**src/rtl/pipe_stage_reg.sv**
```systemverilog
// Elastic pipeline stage register carrying a control bundle and a payload, with flush.
// SKID=1 selects a 2-entry skid buffer with registered in_ready; macro PIPE_STAGE_STATS_EN adds stall/bubble counters.
module pipe_stage_reg #(
  parameter int CTRL_W = 11,
  parameter int DATA_W = 133,
  parameter int SKID   = 1
) (
  input  logic              clk,
  input  logic              reset,
  input  logic              flush,
  input  logic              in_valid,
  output logic              in_ready,
  input  logic [CTRL_W-1:0] in_ctrl,
  input  logic [DATA_W-1:0] in_data,
  output logic              out_valid,
  input  logic              out_ready,
  output logic [CTRL_W-1:0] out_ctrl,
  output logic [DATA_W-1:0] out_data,
  output logic [1:0]        occupancy
`ifdef PIPE_STAGE_STATS_EN
  ,
  output logic [15:0]       stall_cnt,
  output logic [15:0]       bubble_cnt
`endif
);

  // Handshake: a beat moves on a rising edge when valid and ready are both high
  // on that side; valid never depends on ready, and a presented beat holds
  // stable until it is taken (or killed by flush/reset).

  // The encoding equals the beat count, so occupancy doubles as the state probe.
  typedef enum logic [1:0] {
    ST_EMPTY = 2'd0,
    ST_ONE   = 2'd1,
    ST_TWO   = 2'd2
  } state_t;

  state_t            state_q, state_d;
  logic [CTRL_W-1:0] head_ctrl_q, head_ctrl_d;
  logic [DATA_W-1:0] head_data_q, head_data_d;
  logic [CTRL_W-1:0] skid_ctrl_q, skid_ctrl_d;
  logic [DATA_W-1:0] skid_data_q, skid_data_d;
  logic              in_ready_q, in_ready_d;
  logic              accept;
  logic              drain;

  assign out_valid = (state_q != ST_EMPTY);
  assign out_ctrl  = out_valid ? head_ctrl_q : '0;
  assign out_data  = head_data_q;
  assign occupancy = 2'(state_q);

  // Without a skid entry the stage can only take a beat when the head leaves.
  assign in_ready = (SKID != 0) ? in_ready_q : (out_ready | ~out_valid);
  assign accept   = in_valid & in_ready;
  assign drain    = out_valid & out_ready;

  always_comb begin
    state_d     = state_q;
    head_ctrl_d = head_ctrl_q;
    head_data_d = head_data_q;
    skid_ctrl_d = skid_ctrl_q;
    skid_data_d = skid_data_q;
    in_ready_d  = in_ready_q;

    case (state_q)
      ST_EMPTY: begin
        if (accept) begin
          head_ctrl_d = in_ctrl;
          head_data_d = in_data;
          state_d     = ST_ONE;
        end
      end
      ST_ONE: begin
        if (accept && drain) begin
          head_ctrl_d = in_ctrl;
          head_data_d = in_data;
        end else if (accept && (SKID != 0)) begin
          // Head is stalled: the younger beat parks in the skid entry.
          skid_ctrl_d = in_ctrl;
          skid_data_d = in_data;
          state_d     = ST_TWO;
        end else if (drain) begin
          head_ctrl_d = '0;
          state_d     = ST_EMPTY;
        end
      end
      ST_TWO: begin
        if (drain) begin
          head_ctrl_d = skid_ctrl_q;
          head_data_d = skid_data_q;
          skid_ctrl_d = '0;
          state_d     = ST_ONE;
        end
      end
      default: begin
        state_d = ST_EMPTY;
      end
    endcase

    // Flush kills everything, including a beat accepted this cycle; payloads stay stale.
    if (flush) begin
      state_d     = ST_EMPTY;
      head_ctrl_d = '0;
      head_data_d = head_data_q;
      skid_ctrl_d = '0;
      skid_data_d = skid_data_q;
    end

    in_ready_d = (state_d != ST_TWO);
  end

  always_ff @(posedge clk or posedge reset) begin
    if (reset) begin
      state_q     <= ST_EMPTY;
      head_ctrl_q <= '0;
      head_data_q <= '0;
      skid_ctrl_q <= '0;
      skid_data_q <= '0;
      in_ready_q  <= 1'b1;
    end else begin
      state_q     <= state_d;
      head_ctrl_q <= head_ctrl_d;
      head_data_q <= head_data_d;
      skid_ctrl_q <= skid_ctrl_d;
      skid_data_q <= skid_data_d;
      in_ready_q  <= in_ready_d;
    end
  end

`ifdef PIPE_STAGE_STATS_EN
  logic [15:0] stall_cnt_q, stall_cnt_d;
  logic [15:0] bubble_cnt_q, bubble_cnt_d;

  // Saturating counters; flush deliberately leaves them alone.
  always_comb begin
    stall_cnt_d  = stall_cnt_q;
    bubble_cnt_d = bubble_cnt_q;
    if (out_valid && !out_ready && (stall_cnt_q != 16'hFFFF))
      stall_cnt_d = stall_cnt_q + 16'd1;
    if (!out_valid && (bubble_cnt_q != 16'hFFFF))
      bubble_cnt_d = bubble_cnt_q + 16'd1;
  end

  always_ff @(posedge clk or posedge reset) begin
    if (reset) begin
      stall_cnt_q  <= '0;
      bubble_cnt_q <= '0;
    end else begin
      stall_cnt_q  <= stall_cnt_d;
      bubble_cnt_q <= bubble_cnt_d;
    end
  end

  assign stall_cnt  = stall_cnt_q;
  assign bubble_cnt = bubble_cnt_q;
`endif

endmodule

```
**config.mk**
```make
export PLATFORM = sky130hd
export DESIGN_NAME = pipe_stage_reg
export DESIGN_NICKNAME = d
export VERILOG_FILES = /design/src/rtl/pipe_stage_reg.sv
export SDC_FILE = /design/constraint.sdc
export NUM_CORES = 1
export LEC_CHECK = 0
export BUFFER_PORTS_ARGS = -buffer_cell sky130_fd_sc_hd__buf_2
export CORE_ASPECT_RATIO = 1.75
export CORE_MARGIN = 5
export CORE_UTILIZATION = 40
export DETAILED_ROUTE_END_ITERATION = 12
export PLACE_DENSITY_LB_ADDON = 0.2
export SYNTH_ARGS = -nofsm -noshare
export SYNTH_HDL_FRONTEND = slang
export SYNTH_SLANG_ARGS = --single-unit
```
**constraint.sdc**
```tcl
create_clock -name clk -period 9.58 [get_ports clk]
set_input_delay 1.916 -clock clk [delete_from_list [all_inputs] [get_ports clk]]
set_output_delay 1.916 -clock clk [all_outputs]
set_load 0.05 [all_outputs]
```
==> Word-level counts from Yosys, hierarchy flattened <==
Index checks and enable logic that the tools add are counted.
W data, S select, Z words.
{ "totals": {"mem_bits_ro": 0, "reg_bits": 291, "ramBits": 0, "out_inout_bits": 148, "latchBits": 0, "memories": 0, "word_cells": 54} }
{ "classes": {"n_shift": 0, "n_addsub": 0, "bitwise": 4, "reduce_logical": 10, "n_eq_ne": 12, "order_cmp": 0, "div_mod_pow": 0, "muxes": 22, "mul": 0} }
{ "op_table": {"columns": ["operator", "n"], "rows": [
  ["$mux W133", 3],
  ["$pmux W133 S3", 1],
  ["$mux W11", 9],
  ["$pmux W11 S3", 1],
  ["$pmux W11 S2", 1],
  ["$mux W2", 6],
  ["$ne A3 B3 Y1 const B", 4],
  ["$reduce_and A5 Y1", 2],
  ["$ne A2 B2 Y1 const B", 4],
  ["$ne A4 B4 Y1 const B", 2],
  ["$reduce_and A4 Y1", 2],
  ["$pmux W2 S3", 1],
  ["$reduce_bool A3 Y1", 2],
  ["$reduce_bool A4 Y1", 1],
  ["$and A1 B1 Y1", 2],
  ["$eq A2 B1 Y1 const B", 1],
  ["$eq A2 B2 Y1 const B", 1],
  ["$logic_not A2 Y1", 1],
  ["$not A1 Y1", 2],
  ["$reduce_bool A2 Y1", 1],
  ["$logic_and A1 B1 Y1", 1]
]} }

==> Longest topological paths before layout <==
Gate-level depths: netlist (run 1).
{ "logic_depth": {"ltp_word": 8, "mapped_depth": 9, "mapped_depth_nobuf": 6} }

==> Least setup slack after synthesis (run 1) <==
OpenSTA, ideal clock, no wires.
{ "synth_path": {"kind": "flip-flop to output port", "start": "register state_q[0], in the netlist occupancy[0]", "end": "output out_ctrl[0]", "slack_ps": 5554, "path_stages_with_launch": 6, "required_ps": 7664, "t_arrival_ps": 2110, "cell_sequence": "dfrtp_1 -> inv_1 -> ha_1 -> buf_2 -> clkbuf_1 -> nor2b_1"} }
{ "synth_between": {"elab_chain_len": 2} }
{ "synth_lines": {"columns": ["item", "line_no", "source"], "rows": [
  ["start, declared", "38", "state_t state_q, state_d;"],
  ["start signal, assigned", "121", "state_q <= state_d;"],
  ["$reduce_bool A2 Y1", "47", "assign out_valid = (state_q != ST_EMPTY);"],
  ["$mux W11", "48", "assign out_ctrl = out_valid ? head_ctrl_q : '0;"],
  ["end, declared", "17", "output logic [CTRL_W-1:0] out_ctrl,"]
]} }
No other way between the ends.

==> Final worst setup path (run 1) <==
{ "layout_path": {"start": "register state_q[0], in the netlist occupancy[0]", "end": "output out_valid"} }
{ "layout_between": {"elab_chain_len": 1} }
{ "layout_lines": {"columns": ["item", "line_no", "source"], "rows": [
  ["$reduce_bool A2 Y1", "47", null],
  ["end, declared", "15", "output logic out_valid,"]
]} }
No other way between the ends.

==> results of run 1 <==
[cells in the final DEF (no fill, tap or decap), types with 14 or more instances in the layout]
master,n
buf_2,296
clkbuf_16,29
dfrtp_1,290
inv_1,14
mux2_1,97
mux2_2,302
nand2_1,23
nand3_1,23
nor3_1,22
[worst max-delay path, delay by kind of cell, from the launching register on]
| kind | cells | cell delay (ns) |
|---|---|---|
| DFF | 1 | 0.44 |
| adders and majority gates | 1 | 0.61 |
| buffers and inverters | 3 | 0.58 |
[final cells by class]
class | count | area [µm²] | share of cell area
timing repair buffer | 307 | 1580 | 0.100
clock inverter | 9 | 82.6 | 0.00526
antenna | 2 | 5.00 | 0.000319
inverter | 16 | 63.8 | 0.00406
multi-input combinational | 537 | 5350 | 0.340
tap | 400 | 500 | 0.0319
clock buffer | 44 | 852 | 0.0542
sequential | 291 | 7280 | 0.464
[registers in the layout (all words and copies together), names as in the netlist]
| name | count |
|---|---|
| occupancy | 2 |
| skid_ctrl_q | 11 |
| out_data | 133 |
| head_ctrl_q | 11 |
| in_ready | 1 |
| skid_data_q | 133 |
[worst max path at each step]
stage / start / to / slack (ns) / cells after the start
3_3_place_gp: in_valid / out_data[129]$_DFFE_PP0P_ / 5.10 / 6
6_report: occupancy[0]$_DFF_PP0_ / out_valid / 5.48 / 4
2_1_floorplan: reset / head_ctrl_q[0]$_DFFE_PP0P_ / 3.80 / 1
4_1_cts: occupancy[0]$_DFF_PP0_ / out_valid / 5.40 / 4
3_5_place_dp: in_valid / out_data[104]$_DFFE_PP0P_ / 5.05 / 6
5_1_grt: occupancy[0]$_DFF_PP0_ / out_valid / 5.24 / 4
[cell families (layout without fill, tap and decap cells)]
group | count (synthesis) | after routing | share of synthesized area
AO/OA/AOI/OAI | 44 | 44 | 0.0226
XOR/XNOR | 1 | 1 | 0.000675
adder cells (fa/ha/maj) | 5 | 5 | 0.00463
buffers and inverters | 78 | 376 | 0.0292
flip-flops | 291 | 291 | 0.561
multiplexers | 399 | 399 | 0.346
other | 0 | 2 | 0
AND/OR/NAND/NOR | 88 | 88 | 0.0358
[routing by layer]
metal  global-route usage  share of wire  up-vias
met3               0.0400          0.058       40
met4               0.0482          0.023        2
met1                0.172           0.36     4133
met2                0.327           0.56      195
met5                    0        0.00043        -
li1                     -              -     3793
[power groups by stage]
stage / clock network (µW) / registers, µW / logic, µW
4_1_cts: 1150 / 2110 / 2460
5_1_grt: 1200 / 2180 / 2580
3_5_place_dp: 0 / 2130 / 2460
6_report: 1110 / 2110 / 2420
2_1_floorplan: 0 / 3090 / 882
3_3_place_gp: 0 / 2100 / 2430
[through the flow]
stage | instance area (µm²) | power (µW) | std cells | worst slack [ns]
final | 15700 | 5640 | 1606 | 5.48
after global routing | 15700 | 5960 | 1606 | 5.24
after CTS | 15700 | 5730 | 1604 | 5.40
after detailed placement | 14800 | 4590 | 1551 | 5.05
after global placement | 14800 | 4530 | 1551 | 5.10
after floorplan | 13000 | 3970 | 906 | 3.80
==> reports/results.tsv, run 1 <==
stage	metric	value	unit
run_status	status	completed	
drt	DR iter-0 viols	187	
timing	hold_ws	0.481	ns
critical_path	crit path cell chain	inv_1, ha_1, inv_1, buf_2	
worst_hold_path	Worst Hold End	skid_data_q[128]$_DFFE_PP0P_	
drt	drt pass-1 iters	6	
final_layout	post-layout net count	1335	
cts	TritonCTS Buffers	29	
yosys	gate count of the mapped netlist	906	
cts	CTS Hold Bufs	0	
pwr	switching share of power	0.424	
critical_path	kind of critical path	reg2out	
timing	final setup violation count	0	
cts	CTS tree	yes	
yosys	sequential share of the synthesized area	0.561	
yosys	Netlist Area Pre-Place	0.0130	mm²
timing	final hold violation count	0	
critical_path	slowest library cell on the worst path	ha_1	
grt	grt total ovfl	0	
yosys	top cells by area, synth	dfrtp_1 (56%), mux2_2 (26%), mux2_1 (8.4%)	
floorplanning	core area	0.0321	mm²
final_layout	area delta synth->final	21.0	%
drt	routed via count	8163	
cts	Worst-path clk slew	0.06	ns
worst_hold_path	hold_sp	skid_data_q[128]$_DFFE_PP0P_	
drt	Post-Route WL	30400	µm
critical_path	reg2reg end	out_data[104]$_DFFE_PP0P_	
drt	Post-route DRC	0	
cts	post_cts resized	0	
worst_hold_path	Hold Path Cell Cnt	1	
floorplanning	DIE AREA	0.0363	mm²
pwr	Net Sw Power	2390	µW
timing	setup TNS	0	ns
pwr	P_int	3250	µW
critical_path	arrival time at the worst endpoint	2.18	ns
yosys	Netlist cell types	34	
grt	gr usage total	0.166	
grt	vias in the first global route	8871	
timing	Final Max Slew Viols	0	
yosys	top-count cell post-synth	mux2_2	
grt	initial antenna violation count	3	
pwr	Gate power share	0.429	
cts	worst-case clock buffer depth	3	
timing	Tcrit/Tclk final	0.428	
final_layout	Post-Route Utilization	0.489	
placed_design	IO buf count	296	
yosys	synthesis-stage register bit count	291	
pwr	sequential share of power	0.374	
yosys	number of synthesized flops with an enable pin	0	
critical_path	Worst path most repeated cell	inv_1	
grt	pin count of the biggest net entering global routing	167	
timing	Max Fclk	0.244	GHz
floorplanning	Die X	146	µm
critical_path	crit end category	primary output	
floorplanning	FP Rows	87	
critical_path	Startpoint Class	register	
timing	Worst slew margin	0.311	
cts	worst skew pair latency	0.54	ns
yosys	Synth Area per Inst	14.3	µm²
timing	Worst-Margin Slew	1.03	ns
drt	post-route ant nets	0	
yosys	async set or reset register ratio after synthesis	1.00	
critical_path	worst r2r src	occupancy[0]$_DFF_PP0_	
worst_hold_path	HP Class	reg2reg	
pwr	Clk pwr share	0.197	
yosys	predominant post-synthesis flop cell	dfrtp_1	
yosys	commonest cells in the netlist	mux2_2 (302), dfrtp_1 (290), mux2_1 (97)	
timing	RSZ-0062 raised after global routing	no	
critical_path	r2r setup slk	6.13	ns
flow_run	Max-Cap Viols	0	
final_layout	layout cell share with drive strength beyond 1	0.551	
placed_design	Detail Placement HPWL	21300	µm
critical_path	critical-path maximum fanout	19	
cts	root buf cell	clkbuf_16	
yosys	Synthesized Nets	1059	
critical_path	slowest stage delay, CP	0.61	ns
floorplanning	Die Y	248	µm
grt	first-pass GRT wire length	48900	µm
pwr	pwr dens	359	mW/mm²
cts	total setup buffers inserted after CTS	0	
pwr	IR Drop Worst-Case VDD	250	µV
cts	htree depth	1	
drt	routed len/inst	18.9	µm
critical_path	worst-case reg-to-reg path depth	7	
timing	clk_skew	0.00880	ns
cts	CTS Sinks	291	
critical_path	critical path required time	7.66	ns
yosys	synth warn	0	
pwr	Leak Pwr	0.00708	µW
floorplanning	Initial Utilization	0.404	
yosys	most area-hungry cell type in the Yosys netlist	dfrtp_1	
placed_design	GP Congestion	0.765	
yosys	top-area cell type share of the netlist area	0.559	
timing	Period minus WS final	4.10	ns
floorplanning	IO Pins	297	
drt	Vias/cell	5.08	
final_layout	fill cell count	2915	
Power figures use the tool's default switching activity.
==> run 2, diff against run 1 <==
Clock period 9.58 ns to 3.8 ns, I/O delays scaled along.
==> run 2 against run 1 <==
Net effect:
- register-to-register slack got worse by 5.2 ns
- clock power grew to 2.7 times the previous value
- largest power group unchanged
- hold slack got worse by 0.28 ns
- critical path type unchanged
- largest cell class unchanged
==> reports/results.tsv, run 2 (synthesized netlist as in run 1, its figures left out) <==
stage	metric	value	unit
run_status	status	completed	
grt	GR Layer Usage met1	0.184	
grt	first-pass GRT wire length	48400	µm
critical_path	kind of critical path	reg2out	
timing	Worst slew margin	0.353	
placed_design	setup slack at placement	0.860	ns
final_layout	post-layout net count	1337	
pwr	P_int	8390	µW
floorplanning	core area	0.0321	mm²
grt	met2 Track Usage GR	0.308	
drt	Vias/cell	5.03	
floorplanning	FP Rows	87	
floorplanning	DIE AREA	0.0363	mm²
grt	pin count of the biggest net entering global routing	128	
placed_design	IO buf count	296	
worst_hold_path	HP Class	in2async	
cts	worst skew pair latency	0.54	ns
grt	grt peak-use layer	met2	
placed_design	Area after DPL	0.0149	mm²
critical_path	crit end category	primary output	
final_layout	commonest non-fill, non-tap cell in the layout	mux2_2	
cts	TritonCTS Buffers	28	
critical_path	crit path cell chain	inv_1, ha_1, inv_1, buf_2	
final_layout	post-route cell area	0.0159	mm²
timing	final setup violation count	0	
timing	hold_ws	0.205	ns
pwr	pwr dens	909	mW/mm²
timing	setup ws final	0.904	ns
pwr	IR Drop Worst-Case VDD	648	µV
timing	clk_skew	0.00661	ns
critical_path	delay-heaviest family, CP	adder cells	
grt	grt total ovfl	0	
critical_path	slowest library cell on the worst path	ha_1	
placed_design	GP Congestion	0.781	
critical_path	Worst path most repeated cell	inv_1	
cts	htree depth	1	
timing	Max Fclk	0.345	GHz
pwr	switching share of power	0.418	
cts	worst-case clock buffer depth	3	
cts	CTS Sinks	291	
drt	routed len/inst	18.8	µm
critical_path	Startpoint Class	register	
floorplanning	Die X	146	µm
cts	CTS tree	yes	
drt	post-route ant nets	0	
pwr	Leak Pwr	0.00716	µW
cts	Worst-path clk slew	0.07	ns
grt	gr usage total	0.164	
pwr	sequential share of power	0.368	
grt	GR Util met3	0.0380	
pwr	Gate power share	0.425	
cts	CTS Hold Bufs	0	
cts	post_cts resized	0	
grt	initial antenna violation count	2	
critical_path	critical path required time	3.04	ns
critical_path	critical-path maximum fanout	19	
final_layout	area delta synth->final	22.2	%
drt	DR iter-0 viols	208	
final_layout	layout cell share with drive strength beyond 1	0.552	
timing	final hold violation count	0	
drt	Post-route DRC	0	
grt	vias in the first global route	8775	
pwr	Clk pwr share	0.206	
final_layout	fill cell count	2921	
floorplanning	Die Y	248	µm
cts	root buf cell	clkbuf_16	
critical_path	Crit path buffers/inverters	3	
timing	Final Max Slew Viols	0	
timing	Worst-Margin Slew	0.966	ns
cts	total setup buffers inserted after CTS	0	
timing	RSZ-0062 raised after global routing	no	
final_layout	most frequent cells in the layout	mux2_2 (302), buf_2 (296), dfrtp_1 (290)	
pwr	Net Sw Power	6030	µW
floorplanning	Initial Utilization	0.404	
drt	drt pass-1 iters	4	
critical_path	arrival time at the worst endpoint	2.14	ns
placed_design	Detail Placement HPWL	21000	µm
timing	Period minus WS final	2.90	ns
drt	Post-Route WL	30200	µm
timing	Tcrit/Tclk final	0.762	
floorplanning	IO Pins	297	
flow_run	Max-Cap Viols	0	
critical_path	slowest stage delay, CP	0.59	ns
drt	routed via count	8085	
## run 2: cell types whose count changed in the layout (fill, tap and decap cells not counted), sizes merged
cell,before,now
clkinvlp,6,2
buf,307,310
bufinv,1,4
clkbuf,44,43
diode,2,1
## run 2: routing by layer
layer,routed length (µm),part of all wire
met5,20,0.00066
met4,669,0.022
met3,1620,0.053
met2,16500,0.54
met1,11500,0.38
## run 2: worst paths after layout
check	slack (ns)	start	cells past startpoint	to
min	0.21	reset	2	skid_data_q[49]$_DFFE_PP0P_
min reg2reg	0.48	skid_data_q[99]$_DFFE_PP0P_	1	skid_data_q[99]$_DFFE_PP0P_
max	0.90	occupancy[0]$_DFF_PP0_	4	out_valid
max reg2reg	0.92	occupancy[0]$_DFF_PP0_	7	out_data[7]$_DFFE_PP0P_
min in group clk	0.44	in_data[12]	2	skid_data_q[12]$_DFFE_PP0P_
max in group asynchronous	2.57	reset	4	skid_data_q[39]$_DFFE_PP0P_
## run 2: final cells by class
type,count,area [µm²],area share
diodes,1,2.50,0.000158
clock buffers,43,838,0.0528
clock inverters,8,143,0.00899
inverters,16,63.8,0.00402
multi-input cells,537,5350,0.337
flip-flops and latches,291,7280,0.459
well taps,400,500,0.0315
repair buffers,310,1690,0.106
## run 2: power by group through the flow
| stage | Sequential [µW] | Combinational, µW | Clock, µW |
|---|---|---|---|
| floorplan | 7790 | 2220 | 0 |
| global placement | 5310 | 6150 | 0 |
| detailed placement | 5380 | 6230 | 0 |
| CTS | 5330 | 6240 | 3090 |
| global route | 5500 | 6520 | 3200 |
| finish | 5310 | 6130 | 2970 |
## run 2: per-stage QoR
step	utilization	total power, µW	cells	TNS (ns)
5_1_grt	0.494	15200	1606	0
2_1_floorplan	-	10000	906	-237.90
3_5_place_dp	0.463	11600	1554	0
6_report	0.494	14400	1606	0
3_3_place_gp	0.463	11500	1554	0
4_1_cts	0.494	14700	1605	0
==> run 3, diff against run 2 <==
Settings changed: ABC_AREA set to 1.
Clock period 3.8 ns to 2.43 ns, I/O delays scaled along.
==> run 3 against run 2 <==
Net effect:
- sequential power grew 47%
- non-clock buffer count up 19
- utilization fell by 0.48 points
- largest power group is now sequential cells
- clock skew rose by 0.0060 ns
- highest routed layer unchanged
- cell count rose by 37%
- routed wire length grew 8.0%
- critical path depth rose by 1
==> reports/results.tsv, run 3 <==
stage	metric	value	unit
cts	total setup buffers inserted after CTS	0	
critical_path	delay-heaviest family, CP	buffers and inverters	
timing	setup ws final	0.134	ns
pwr	sequential share of power	0.414	
cts	CTS Hold Bufs	0	
yosys	predominant post-synthesis flop cell	dfrtp_1	
final_layout	area delta synth->final	21.9	%
cts	Worst-path clk slew	0.07	ns
grt	grt total ovfl	0	
timing	Worst slew margin	0.574	
critical_path	Startpoint Class	register	
yosys	top-area cell type share of the netlist area	0.565	
yosys	Netlist cell types	25	
critical_path	crit end category	primary output	
floorplanning	IO Pins	297	
placed_design	IO buf count	296	
run_status	status	completed	
cts	TritonCTS Buffers	27	
final_layout	post-route cell area	0.0157	mm²
timing	Max Fclk	0.435	GHz
floorplanning	Die X	145	µm
floorplanning	FP Rows	87	
pwr	Gate power share	0.368	
placed_design	Area after DPL	0.0148	mm²
yosys	synth warn	0	
pwr	Clk pwr share	0.218	
yosys	async set or reset register ratio after synthesis	1.00	
final_layout	Post-Route Utilization	0.489	
placed_design	setup slack at placement	0.300	ns
critical_path	reg2reg end	out_data[38]$_DFFE_PP0P_	
pwr	IR Drop Worst-Case VDD	800	µV
final_layout	commonest non-fill, non-tap cell in the layout	nand2_1	
cts	worst-case clock buffer depth	3	
pwr	Power Total	18800	µW
timing	RSZ-0062 raised after global routing	no	
critical_path	r2r setup slk	0.33	ns
drt	Post-route DRC	0	
critical_path	slowest library cell on the worst path	dfrtp_2	
yosys	synthesis-stage register bit count	291	
yosys	Synthesized Nets	1665	
floorplanning	core area	0.0320	mm²
critical_path	worst-case reg-to-reg path depth	9	
yosys	Synth Area per Inst	8.50	µm²
cts	worst skew pair latency	0.54	ns
critical_path	CP startpoint	occupancy[0]$_DFF_PP0_	
critical_path	worst r2r src	occupancy[0]$_DFF_PP0_	
drt	drt pass-1 iters	5	
floorplanning	Die Y	247	µm
yosys	top cells by area, synth	dfrtp_1 (56%), nand2_1 (15%), o21ai_1 (7.4%)	
final_layout	most frequent cells in the layout	nand2_1 (520), dfrtp_1 (288), buf_2 (285)	
grt	initial antenna violation count	6	
flow_run	Max-Cap Viols	0	
yosys	number of synthesized flops with an enable pin	0	
worst_hold_path	HP Class	in2async	
critical_path	arrival time at the worst endpoint	1.81	ns
floorplanning	DIE AREA	0.0359	mm²
critical_path	slowest stage delay, CP	0.44	ns
final_layout	layout cell share with drive strength beyond 1	0.235	
cts	root buf cell	clkbuf_16	
critical_path	Crit path buffers/inverters	3	
yosys	Netlist Area Pre-Place	0.0128	mm²
drt	routed len/inst	14.9	µm
drt	routed via count	10400	
timing	Period minus WS final	2.30	ns
timing	final setup violation count	0	
grt	gr usage total	0.178	
placed_design	Detail Placement HPWL	23600	µm
timing	final hold violation count	0	
pwr	Net Sw Power	7910	µW
yosys	top-count cell post-synth	nand2_1	
yosys	gate count of the mapped netlist	1512	
grt	pin count of the biggest net entering global routing	112	
cts	htree depth	1	
pwr	switching share of power	0.421	
final_layout	post-layout net count	1927	
grt	vias in the first global route	10000	
timing	Tcrit/Tclk final	0.945	
yosys	sequential share of the synthesized area	0.567	
cts	CTS tree	yes	
yosys	most area-hungry cell type in the Yosys netlist	dfrtp_1	
pwr	Leak Pwr	0.00856	µW
drt	DR iter-0 viols	576	
timing	Final Max Slew Viols	0	
cts	CTS Sinks	291	
pwr	P_int	10900	µW
timing	clk_skew	0.0126	ns
yosys	commonest cells in the netlist	nand2_1 (520), dfrtp_1 (290), o21ai_1 (191)	
critical_path	kind of critical path	reg2out	
timing	Worst-Margin Slew	0.639	ns
floorplanning	Initial Utilization	0.401	
grt	first-pass GRT wire length	52800	µm
pwr	pwr dens	1200	mW/mm²
critical_path	critical path required time	1.94	ns
drt	Post-Route WL	32700	µm
critical_path	crit path cell chain	inv_1, ha_1, buf_6, nor2_1, buf_4	
drt	post-route ant nets	0	
placed_design	GP Congestion	0.839	
critical_path	critical-path maximum fanout	12	
drt	Vias/cell	4.74	
-- run 3: cell types whose count changed after synthesis, moves of 21 or more --
cell,change
o21ai_0,+168
o21ai_1,+191
nand2_1,+496
o21ai_2,+30
nor3_1,-21
inv_1,+143
mux2_2,-302
buf_6,+22
mux2_1,-97
-- run 3: cells by family after synthesis --
logic type,count (synthesis),synth area share
buffers and inverters,255,0.0933
flip-flops,291,0.567
AO/OA/AOI/OAI,405,0.167
AND/OR/NAND/NOR,557,0.169
adder cells (fa/ha/maj),4,0.00390
-- run 3: final cells by class --
type	instances	area, µm²
multi-input cells	966	4410
clock buffers	43	816
inverters	159	606
fillers	3104	16300
diodes	4	10.0
repair buffers	329	1990
flip-flops and latches	291	7290
well taps	400	500
clock inverters	6	41.3
-- run 3: per-stage QoR --
step                      hold WS [ns]  TNS, ns  cells
after global routing            0.0409        0   2195
after floorplan                  0.442  -556.63   1512
after CTS                       0.0255        0   2194
final                           0.0505        0   2198
after detailed placement         0.463        0   2145
after global placement           0.460        0   2145
-- run 3: metal layers --
layer  track usage  routed length (µm)
met4        0.0571                 850
met2         0.324               17200
met1         0.207               12700
met3        0.0391                1890
met5             0                  32
-- run 3: repair_timing --
item | in CTS | in global routing
gates resized for setup | 11 | 3
setup endpoints to repair | 11 | 11
pin swaps | 0 | 0
-- run 3: worst max path at each step --
| stage | cells after the start | slack, ns | end |
|---|---|---|---|
| detailed placement | 9 | 0.30 | out_data[81]$_DFFE_PP0P_ |
| finish | 5 | 0.13 | out_ctrl[10] |
| CTS | 5 | 0.03 | out_ctrl[10] |
| floorplan | 1 | -1.92 | head_ctrl_q[0]$_DFFE_PP0P_ |
| global placement | 9 | 0.40 | out_data[4]$_DFFE_PP0P_ |
| global route | 5 | 0.03 | out_ctrl[10] |
-- run 3: worst min-delay path, delay by kind of cell --
| kind | cells | cell delay, ns |
|---|---|---|
| buffers and inverters | 3 | 0.43 |
-- run 3: power groups by stage --
stage               registers [µW]  logic [µW]  clock network, µW
detailed placement            7860        7000                  0
CTS                           7790        7020               4260
floorplan                    10500        2480                  0
global route                  8010        7540               4430
finish                        7780        6910               4090
global placement              7790        6890                  0
